--- src/rtl/shift_window_ctrl_pkg.sv ---
// Shared types and widths for the sample-window sequencer and its helpers.
package shift_window_ctrl_pkg;

    localparam int unsigned IDX_W = 3;   // decimation phase index width
    localparam int unsigned WIN_W = 4;   // window fill / hop counter width
    localparam int unsigned CNT_W = 16;  // event counter width

    typedef enum logic [2:0] {
        IDLE  = 3'd0,
        FILL  = 3'd1,
        RUN   = 3'd2,
        START = 3'd3,
        WAIT  = 3'd4
    } state_e;

    // MAC handshake in flight: the start pulse or the wait for completion.
    function automatic logic is_busy(input state_e s);
        return (s == START) || (s == WAIT);
    endfunction

    // Window full: triggers are evaluated in these states.
    function automatic logic is_full(input state_e s);
        return (s == RUN) || (s == START) || (s == WAIT);
    endfunction

endpackage

--- src/rtl/decim_phase_counter.sv ---
// Modulo-P_OSR decimation phase counter with synchronous clear and step enable.
module decim_phase_counter #(
    parameter int unsigned P_OSR = 8,
    parameter int unsigned W     = 3
) (
    input  logic         clk,
    input  logic         reset,
    input  logic         clear,
    input  logic         step,
    output logic [W-1:0] index
);

    localparam logic [W-1:0] LAST_C = W'(P_OSR - 1);
    localparam logic [W-1:0] ONE_C  = W'(1);
    localparam logic [W-1:0] ZERO_C = W'(0);

    logic [W-1:0] index_r;

    // Phase register: clear wins over step, wraps from P_OSR-1 back to 0.
    always_ff @(posedge clk or posedge reset) begin
        if (reset) begin
            index_r <= ZERO_C;
        end else if (clear) begin
            index_r <= ZERO_C;
        end else if (step) begin
            if (index_r == LAST_C) begin
                index_r <= ZERO_C;
            end else begin
                index_r <= index_r + ONE_C;
            end
        end
    end

    assign index = index_r;

endmodule

--- src/rtl/shift_window_ctrl.sv ---
// Sequencer for the IQ-demod delay line and its downstream correlator/MAC.
// Optional build macro SHIFT_WINDOW_CTRL_TRIG_CNT_EN adds trig_count and
// drop_count event counters; without it those ports do not exist.
module shift_window_ctrl
    import shift_window_ctrl_pkg::*;
#(
    parameter int unsigned P_DEPTH = 10,
    parameter int unsigned P_OSR   = 8,
    parameter int unsigned P_HOP   = 1
) (
    input  logic             clk,
    input  logic             reset,
    input  logic             enable,
    input  logic             adc_valid,
    output logic             data_shift_en,
    output logic [IDX_W-1:0] index,
    output logic             mac_start,
    input  logic             mac_done,
    output logic [WIN_W-1:0] win_count,
    output logic             busy,
    output logic             overrun
`ifdef SHIFT_WINDOW_CTRL_TRIG_CNT_EN
    ,
    output logic [CNT_W-1:0] trig_count,
    output logic [CNT_W-1:0] drop_count
`endif
);

    localparam logic [WIN_W-1:0] DEPTH_C    = WIN_W'(P_DEPTH);
    localparam logic [WIN_W-1:0] DEPTH_M1_C = WIN_W'(P_DEPTH - 1);
    localparam logic [WIN_W-1:0] HOP_LAST_C = WIN_W'(P_HOP - 1);
    localparam logic [WIN_W-1:0] WIN_ONE_C  = WIN_W'(1);
    localparam logic [WIN_W-1:0] WIN_ZERO_C = WIN_W'(0);
    localparam logic [IDX_W-1:0] IDX_ZERO_C = IDX_W'(0);

    state_e           state_r;
    state_e           state_n;
    logic [IDX_W-1:0] index_s;
    logic [WIN_W-1:0] win_count_r;
    logic [WIN_W-1:0] hop_r;
    logic             mac_start_r;
    logic             busy_r;
    logic             overrun_r;
    logic             accept_s;
    logic             fill_done_s;
    logic             trig_s;
    logic             drop_s;

    decim_phase_counter #(
        .P_OSR (P_OSR),
        .W     (IDX_W)
    ) u_phase (
        .clk   (clk),
        .reset (reset),
        .clear (~enable),
        .step  (adc_valid & enable),
        .index (index_s)
    );

    // The line shifts on the very strobe edge; the data is aligned with adc_valid.
    assign data_shift_en = adc_valid & enable;

    // A decimated sample enters the window only on phase 0.
    assign accept_s    = adc_valid & enable & (index_s == IDX_ZERO_C);
    assign fill_done_s = accept_s & (state_r == FILL) & (win_count_r == DEPTH_M1_C);
    assign trig_s      = accept_s & is_full(state_r) & (hop_r == HOP_LAST_C);
    // A trigger is dropped unless the MAC is idle or completes in the same cycle.
    assign drop_s      = trig_s & ((state_r == START) | ((state_r == WAIT) & ~mac_done));

    // Next-state logic; disable always lands in IDLE.
    always_comb begin
        state_n = state_r;
        if (!enable) begin
            state_n = IDLE;
        end else begin
            case (state_r)
                IDLE:  state_n = FILL;
                FILL: begin
                    if (fill_done_s) begin
                        state_n = START;
                    end else if (win_count_r == DEPTH_C) begin
                        state_n = RUN;
                    end else begin
                        state_n = FILL;
                    end
                end
                RUN: begin
                    if (trig_s) begin
                        state_n = START;
                    end else begin
                        state_n = RUN;
                    end
                end
                START: state_n = WAIT;
                WAIT: begin
                    if (mac_done) begin
                        if (trig_s) begin
                            state_n = START;
                        end else begin
                            state_n = RUN;
                        end
                    end else begin
                        state_n = WAIT;
                    end
                end
                default: state_n = IDLE;
            endcase
        end
    end

    // State register with registered handshake outputs decoded from the next state.
    always_ff @(posedge clk or posedge reset) begin
        if (reset) begin
            state_r     <= IDLE;
            mac_start_r <= 1'b0;
            busy_r      <= 1'b0;
        end else begin
            state_r     <= state_n;
            mac_start_r <= (state_n == START);
            busy_r      <= is_busy(state_n);
        end
    end

    // Window fill count, saturating at the delay-line depth.
    always_ff @(posedge clk or posedge reset) begin
        if (reset) begin
            win_count_r <= WIN_ZERO_C;
        end else if (!enable) begin
            win_count_r <= WIN_ZERO_C;
        end else if (accept_s && (win_count_r < DEPTH_C)) begin
            win_count_r <= win_count_r + WIN_ONE_C;
        end
    end

    // Hop counter spacing MAC triggers; restarts at fill completion and on each trigger.
    always_ff @(posedge clk or posedge reset) begin
        if (reset) begin
            hop_r <= WIN_ZERO_C;
        end else if (!enable) begin
            hop_r <= WIN_ZERO_C;
        end else if (fill_done_s || trig_s) begin
            hop_r <= WIN_ZERO_C;
        end else if (accept_s && is_full(state_r)) begin
            hop_r <= hop_r + WIN_ONE_C;
        end
    end

    // Sticky overrun flag, cleared only by reset or disable.
    always_ff @(posedge clk or posedge reset) begin
        if (reset) begin
            overrun_r <= 1'b0;
        end else if (!enable) begin
            overrun_r <= 1'b0;
        end else if (drop_s) begin
            overrun_r <= 1'b1;
        end
    end

`ifdef SHIFT_WINDOW_CTRL_TRIG_CNT_EN
    logic [CNT_W-1:0] trig_count_r;
    logic [CNT_W-1:0] drop_count_r;

    // Wrapping counters of issued MAC starts and of dropped triggers.
    always_ff @(posedge clk or posedge reset) begin
        if (reset) begin
            trig_count_r <= CNT_W'(0);
            drop_count_r <= CNT_W'(0);
        end else if (!enable) begin
            trig_count_r <= CNT_W'(0);
            drop_count_r <= CNT_W'(0);
        end else begin
            if (state_n == START) begin
                trig_count_r <= trig_count_r + CNT_W'(1);
            end
            if (drop_s) begin
                drop_count_r <= drop_count_r + CNT_W'(1);
            end
        end
    end

    assign trig_count = trig_count_r;
    assign drop_count = drop_count_r;
`else
    // Event counters are not built in this configuration.
`endif

    assign index     = index_s;
    assign win_count = win_count_r;
    assign mac_start = mac_start_r;
    assign busy      = busy_r;
    assign overrun   = overrun_r;

endmodule

--- config.mk ---
export PLATFORM = sky130hd
export DESIGN_NAME = shift_window_ctrl
export DESIGN_NICKNAME = d
export VERILOG_FILES = /design/src/rtl/shift_window_ctrl_pkg.sv /design/src/rtl/decim_phase_counter.sv /design/src/rtl/shift_window_ctrl.sv
export SDC_FILE = /design/constraint.sdc
export NUM_CORES = 1
export LEC_CHECK = 0
export CAP_MARGIN = 5
export CORE_AREA = 2 2 68 70
export CTS_BUF_LIST = sky130_fd_sc_hd__clkbuf_8
export DETAILED_ROUTE_END_ITERATION = 6
export DIE_AREA = 0 0 70 72
export PLACE_DENSITY = 0.43
export SLEW_MARGIN = 15
export SYNTH_ARGS = -nofsm -noshare
export SYNTH_HDL_FRONTEND = slang
export SYNTH_HIERARCHICAL = 1
export SYNTH_SLANG_ARGS = --single-unit
export TNS_END_PERCENT = 5
--- constraint.sdc ---
create_clock -name clk -period 1.8 [get_ports clk]
set_input_delay 0.36 -clock clk [delete_from_list [all_inputs] [get_ports clk]]
set_output_delay 0.36 -clock clk [all_outputs]
set_load 0.01 [all_outputs]
# Word level (Yosys, flattened, before mapping)
# Cells that the tools add are included.
dict set report word_totals {
  latchBits 0
  ramBits 0
  wordCells 59
  romBits 0
  memories 0
  regBits 17
  input_bits 5
  out_inout_bits 11
}
dict set report op_classes {
  n_div 0
  mul 0
  reduce_logical 9
  shift 0
  n_addsub 3
  magnitude_cmp 1
  mux 16
  n_bitwise 10
  n_eq_ne 13
}
# cell count
set op_table {}
lappend op_table {{$mux W4} 5}
lappend op_table {{$mux W3} 5}
lappend op_table {{$pmux W3 S5} 1}
lappend op_table {{$eq A3 B2 Y1 const B} 3}
lappend op_table {{$eq A3 B3 Y1 const B} 3}
lappend op_table {{$add A4 B1 Y4 const B} 2}
lappend op_table {{$and A1 B1 Y1} 8}
lappend op_table {{$eq A4 B4 Y1 const B} 2}
lappend op_table {{$logic_not A3 Y1} 2}
lappend op_table {{$ne A2 B1 Y1 const B} 3}
lappend op_table {{$logic_not A4 Y1} 1}
lappend op_table {{$logic_or A1 B1 Y1} 4}
lappend op_table {{$lt A4 B4 Y1 const B} 1}
lappend op_table {{$mux W2} 2}
lappend op_table {{$add A3 B1 Y3 const B} 1}
lappend op_table {{$eq A3 B1 Y1 const B} 1}
lappend op_table {{$mux W1} 3}
lappend op_table {{$ne A3 B1 Y1 const B} 1}
lappend op_table {{$logic_and A1 B1 Y1} 2}
lappend op_table {{$not A1 Y1} 1}
lappend op_table {{$or A1 B1 Y1} 1}

# Longest topological paths before layout
dict set report depth {
  word_depth 11
  depth_mapped 6
  mapped_depth_nobuf 6
}

# Modules after synthesis
# Netlist, hierarchy kept.
# mod area_each_um2 n_inst seq_area_each_um2 cells_per_inst
set by_module_without_submodules {}
lappend by_module_without_submodules {shift_window_ctrl 874.6 1 350.3 86}
lappend by_module_without_submodules {decim_phase_counter 155.1 1 75.1 13}

# Worst setup path before layout
# OpenSTA, ideal clock, no wires.
dict set report synth_path {
  path_kind {reg2reg}
  startpoint {reg u_phase.index_r[0], in the netlist u_phase/index[0]}
  endpoint {reg busy_r, in the netlist busy}
  path_slack_ns 0.251
  path_buffers 0
  arrival_time_ns 1.449
  setup_time_ns 0.101
  path_stages_with_launch 5
  synth_period_minus_slack_ns 1.549
  required_time_ns 1.699
  cell_sequence {dfrtp_1 > nand4bb_2 > nor2_1 > a221oi_1 > o32ai_1}
}
dict set report synth_via {
  elab_chain_cells 10
  word_cells_on_any_way 14
  classes_between {eq/ne (2); mux (5); bitwise (5); reduce/logical (2)}
}
# element line
set synth_rtl {}
lappend synth_rtl {{start, declared} decim_phase_counter.sv:17} ;# logic [W-1:0] index_r;
lappend synth_rtl {{start signal, assigned} decim_phase_counter.sv:29} ;# index_r <= index_r + ONE_C;
lappend synth_rtl {{$logic_not A3 Y1 (*)} shift_window_ctrl.sv:64} ;# assign accept_s = adc_valid & enable & (index_s == IDX_ZERO_C);
lappend synth_rtl {{$and A1 B1 Y1 (*)} shift_window_ctrl.sv:64}
lappend synth_rtl {{$and A1 B1 Y1 (2 in a row)} shift_window_ctrl.sv:66} ;# assign trig_s = accept_s & is_full(state_r) & (hop_r == HOP_LAST_C);
lappend synth_rtl {{$mux W1} {shift_window_ctrl.sv:88, shift_window_ctrl.sv:97}}
lappend synth_rtl {{$mux W3} shift_window_ctrl.sv:96} ;# if (mac_done) begin
lappend synth_rtl {{$pmux W3 S5 (*)} shift_window_ctrl.sv:76} ;# case (state_r)
lappend synth_rtl {{$mux W3 (*)} shift_window_ctrl.sv:73} ;# if (!enable) begin
lappend synth_rtl {{$eq A3 B2 Y1 or $eq A3 B3 Y1 (tied branches)} shift_window_ctrl_pkg.sv:18} ;# return (s == START) || (s == WAIT);
lappend synth_rtl {{$logic_or A1 B1 Y1 (*)} shift_window_ctrl_pkg.sv:18}
lappend synth_rtl {{end signal, assigned} shift_window_ctrl.sv:120} ;# busy_r <= is_busy(state_n);
lappend synth_rtl {{end, declared} shift_window_ctrl.sv:42} ;# logic busy_r;
# Every way passes the cells marked *; elsewhere a longest branch is shown, timed or not.
# A chain may end at the register's enable or synchronous reset.

# Final worst setup path
dict set report layout_path {
  startpoint {reg u_phase.index_r[2], in the netlist u_phase/index[2]}
  endpoint {out index[2]}
}
# element line
set layout_lines {}
lappend layout_lines {{end, declared} shift_window_ctrl.sv:16} ;# output logic [IDX_W-1:0] index,
# No word-level cell between the ends.

==> impl_results.md <==
* Final worst slack at 0.0625 ns
* Clock power frac at 36.9%
* First-pass detailed-route iteration total at 4
* Status: completed
* Vias at 860
* Worst r2r src: win_count[1]
* CP startpoint kind: flop
* IO Port Bufs at 15
* Vias in the first global route at 893
* CTS Sinks at 17
* Mux cell area share after synthesis at 2.92%
* Pre-CTS setup slack at -0.183 ns
* Post-synth EDFFs at 0
* R2R depth at 5
* Final core utilization at 33.2%
* Post-Synthesis Cells at 99
* Sw power at 0.195 mW
* Starting Density at 24.1%
* FMAX at 576 MHz
* Largest family of logic cells by synthesized area: simple AND/OR/NAND/NOR gates
* Switching share of power at 24.8%
* Seq/Total Area, Yosys at 41.3%
* Final Cycle Share at 96.5%
* Vias per std cell at 4.67
* Starting DRT DRC Count at 21
* Final setup fails at 0
* Chip Width at 70 um
* Hpwl dp at 1860 um
* Synth Area in Simple Gates at 24.1%
* RSZ-0062 raised after global routing: false
* Clk slew on worst S/H paths at 0.07 ns
* Slowest CP cell: clkdlybuf4s50_1
* WP data arrival at 1.38 ns
* Post-synthesis async set-or-reset flop share at 100%
* DRC errors left at 0
* Skew final at 0.00107 ns
* WS Path Type: flop to primary output
* CP endpoint kind: primary output
* Detailed Route WL at 2350 um
* CTS max path bufs at 2
* Worst slew margin at 67.0%
* Predominant post-synthesis flop cell: dfrtp_1
* Core Area at 0.00426 mm2
* CTS tree: built
* CP cell instances: clkdlybuf4s50_1
* H-Tree Depth at 1
* Row count at 24
* Post-CTS Setup Inserts at 0
* Die Area at 0.00504 mm2
* Flop-to-flop setup slack at 0.11 ns
* Power per Cell Area at 557 mW/mm2
* Combinational group share of total power at 12.6%
* Largest net degree at the start of global routing at 15
* Max Slew Vio Count at 0
* Max-Cap Viols at 0
* Worst r2r dst: busy
* Type of the worst min-delay path: input port to async pin
* Slowest cell delay on critical path at 0.60 ns
* Cell internal pwr at 0.593 mW
* Non-filler instance count after layout at 184
* Io pins at 16
* WL per Instance at 12.8 um
* Required @ worst endpoint at 1.44 ns
* Actual slew at the worst max-slew pin at 0.496 ns
* Seq pwr share at 50.5%
* DP Area at 0.00135 mm2
* Fill count at 464
* Diodes inserted at 0
* Worst-path maximum fanout at 7
* Area grow syn2layout at 37.3%
* Post-synth net total at 111
* Most frequent cells in the layout: 17 x dfrtp_1, 15 x buf_4, 14 x clkdlybuf4s50_1
* GP Congestion at 0.754
* Commonest non-fill, non-tap cell in the layout: dfrtp_1
* Area of the mapped netlist at 0.00103 mm2
* Post-synthesis compound-gate area fraction at 17.4%
* GRT overflow at 0
* Post-route ant nets at 0
* VDD IR-drop max at 212 uV
* Cell area after layout at 0.00141 mm2
* Syn Area/Cell at 10.4 um2
* Synthesis Warnings at 6
* Area share of fa/ha/maj cells after synthesis at 8.51%
* First-pass GRT wire length at 4000 um
* Flops & latches, synth at 17
* Library cells used by synthesis at 44
* Initial antenna violation count at 0
* CTS root buf: clkbuf_8
* Tot GR Track Use at 9.85%
* Worst Path Buf+Inv at 1
* Inserted Clock Buffers at 3
* Post-Synth XOR/XNOR Area at 2.55%
* Clk Latency, worst-skew pair at 0.25 ns
* Nets at 145
* Tmin final at 1.74 ns
* Die Y-Extent at 72 um
* P_leak at 0.622 nW
* CP delay by family, top: buffers and inverters
* Hold_ws at 0.313 ns
* Placed insts at 180
* Layout cells sized above 1 at 22.7%
* Fin. Hold Viols at 0
worst reg2reg max path: stages (launching register included):
cell	delay (ns)
dfrtp_1	0.48
inv_1	0.07
ha_1	0.19
and4_1	0.16
a221oi_1	0.49
o32ai_2	0.16
logic make-up after synthesis:
kind of cell,after synthesis
simple gates,37
flops,17
compound gates,23
xor+xnor,3
mux,3
buf+inv,9
fa+ha+maj,7
power by group through the flow:
stage               combinational [mW]  sequential [mW]  clock [mW]
global placement                0.0998            0.405           0
global route                     0.110            0.399       0.324
CTS                              0.101            0.398       0.300
detailed placement               0.100            0.405           0
floorplan                       0.0429            0.406           0
finish                          0.0995            0.398       0.291
metrics by stage:
stage / TNS, ns / total power [mW]
floorplan: 0 / 0.449
global placement: -0.455 / 0.504
detailed placement: -0.667 / 0.505
CTS: 0 / 0.798
global route: 0 / 0.833
finish: 0 / 0.788
worst max-delay path by stage:
stage	start	to	slack (ns)	cells after the start
2_1_floorplan	u_phase/index[0]	busy	0.25	4
3_3_place_gp	enable	busy	-0.14	6
3_5_place_dp	enable	busy	-0.18	6
4_1_cts	u_phase/index[2]	index[2]	0.04	1
5_1_grt	u_phase/index[2]	index[2]	0.003	1
6_report	u_phase/index[2]	index[2]	0.06	1
state kept, by name, summed over array words and instances (netlist names):
name and count:
overrun 1, state_r 3, hop_r 4, mac_start 1, u_phase/index 3, busy 1, win_count 4
per-layer routing:
layer | global-route usage (%) | wire length, um | vias up
met3 | 1.81 | 68 | 2
met4 | 3.85 | 17 | 0
met5 | 0 | 0 | -
met1 | 12.2 | 1100 | 415
met2 | 17.1 | 1160 | 14
li1 | - | - | 429
Yosys cell counts, types with 2 or more instances:
cell type	n	area share, %
and4_1	2	1.7
o21ai_0	3	1.5
ha_1	7	8.5
nor3_1	3	1.5
mux2i_1	3	2.9
nand2b_1	2	1.2
inv_1	8	2.9
nor2b_1	2	1.2
dfrtp_1	17	41
nand3_1	2	0.97
nor2_1	9	3.3
xnor2_1	2	1.7
nand2_1	3	1.1
a21oi_1	4	1.9
a211oi_1	2	1.5
nor3_2	2	1.9
what timing repair did:
| action | CTS | global route |
|---|---|---|
| hold endpoints to repair | 0 | 0 |
| endpoints found under the setup margin | 2 | 1 |
| hold buffers | 0 | 0 |
| gates resized for setup | 2 | 2 |
| gates cloned | 0 | 0 |
layout make-up:
class / instances / area [um2] / area share [%]
multi-input cells: 73 / 586 / 41.4
flip-flops and latches: 17 / 425 / 30.1
repair buffers: 30 / 262 / 18.5
well taps: 52 / 65.1 / 4.60
clock buffers: 3 / 41.3 / 2.92
inverters: 8 / 30.0 / 2.12
clock inverters: 1 / 5.00 / 0.354
(Power assumes the default switching activity.)
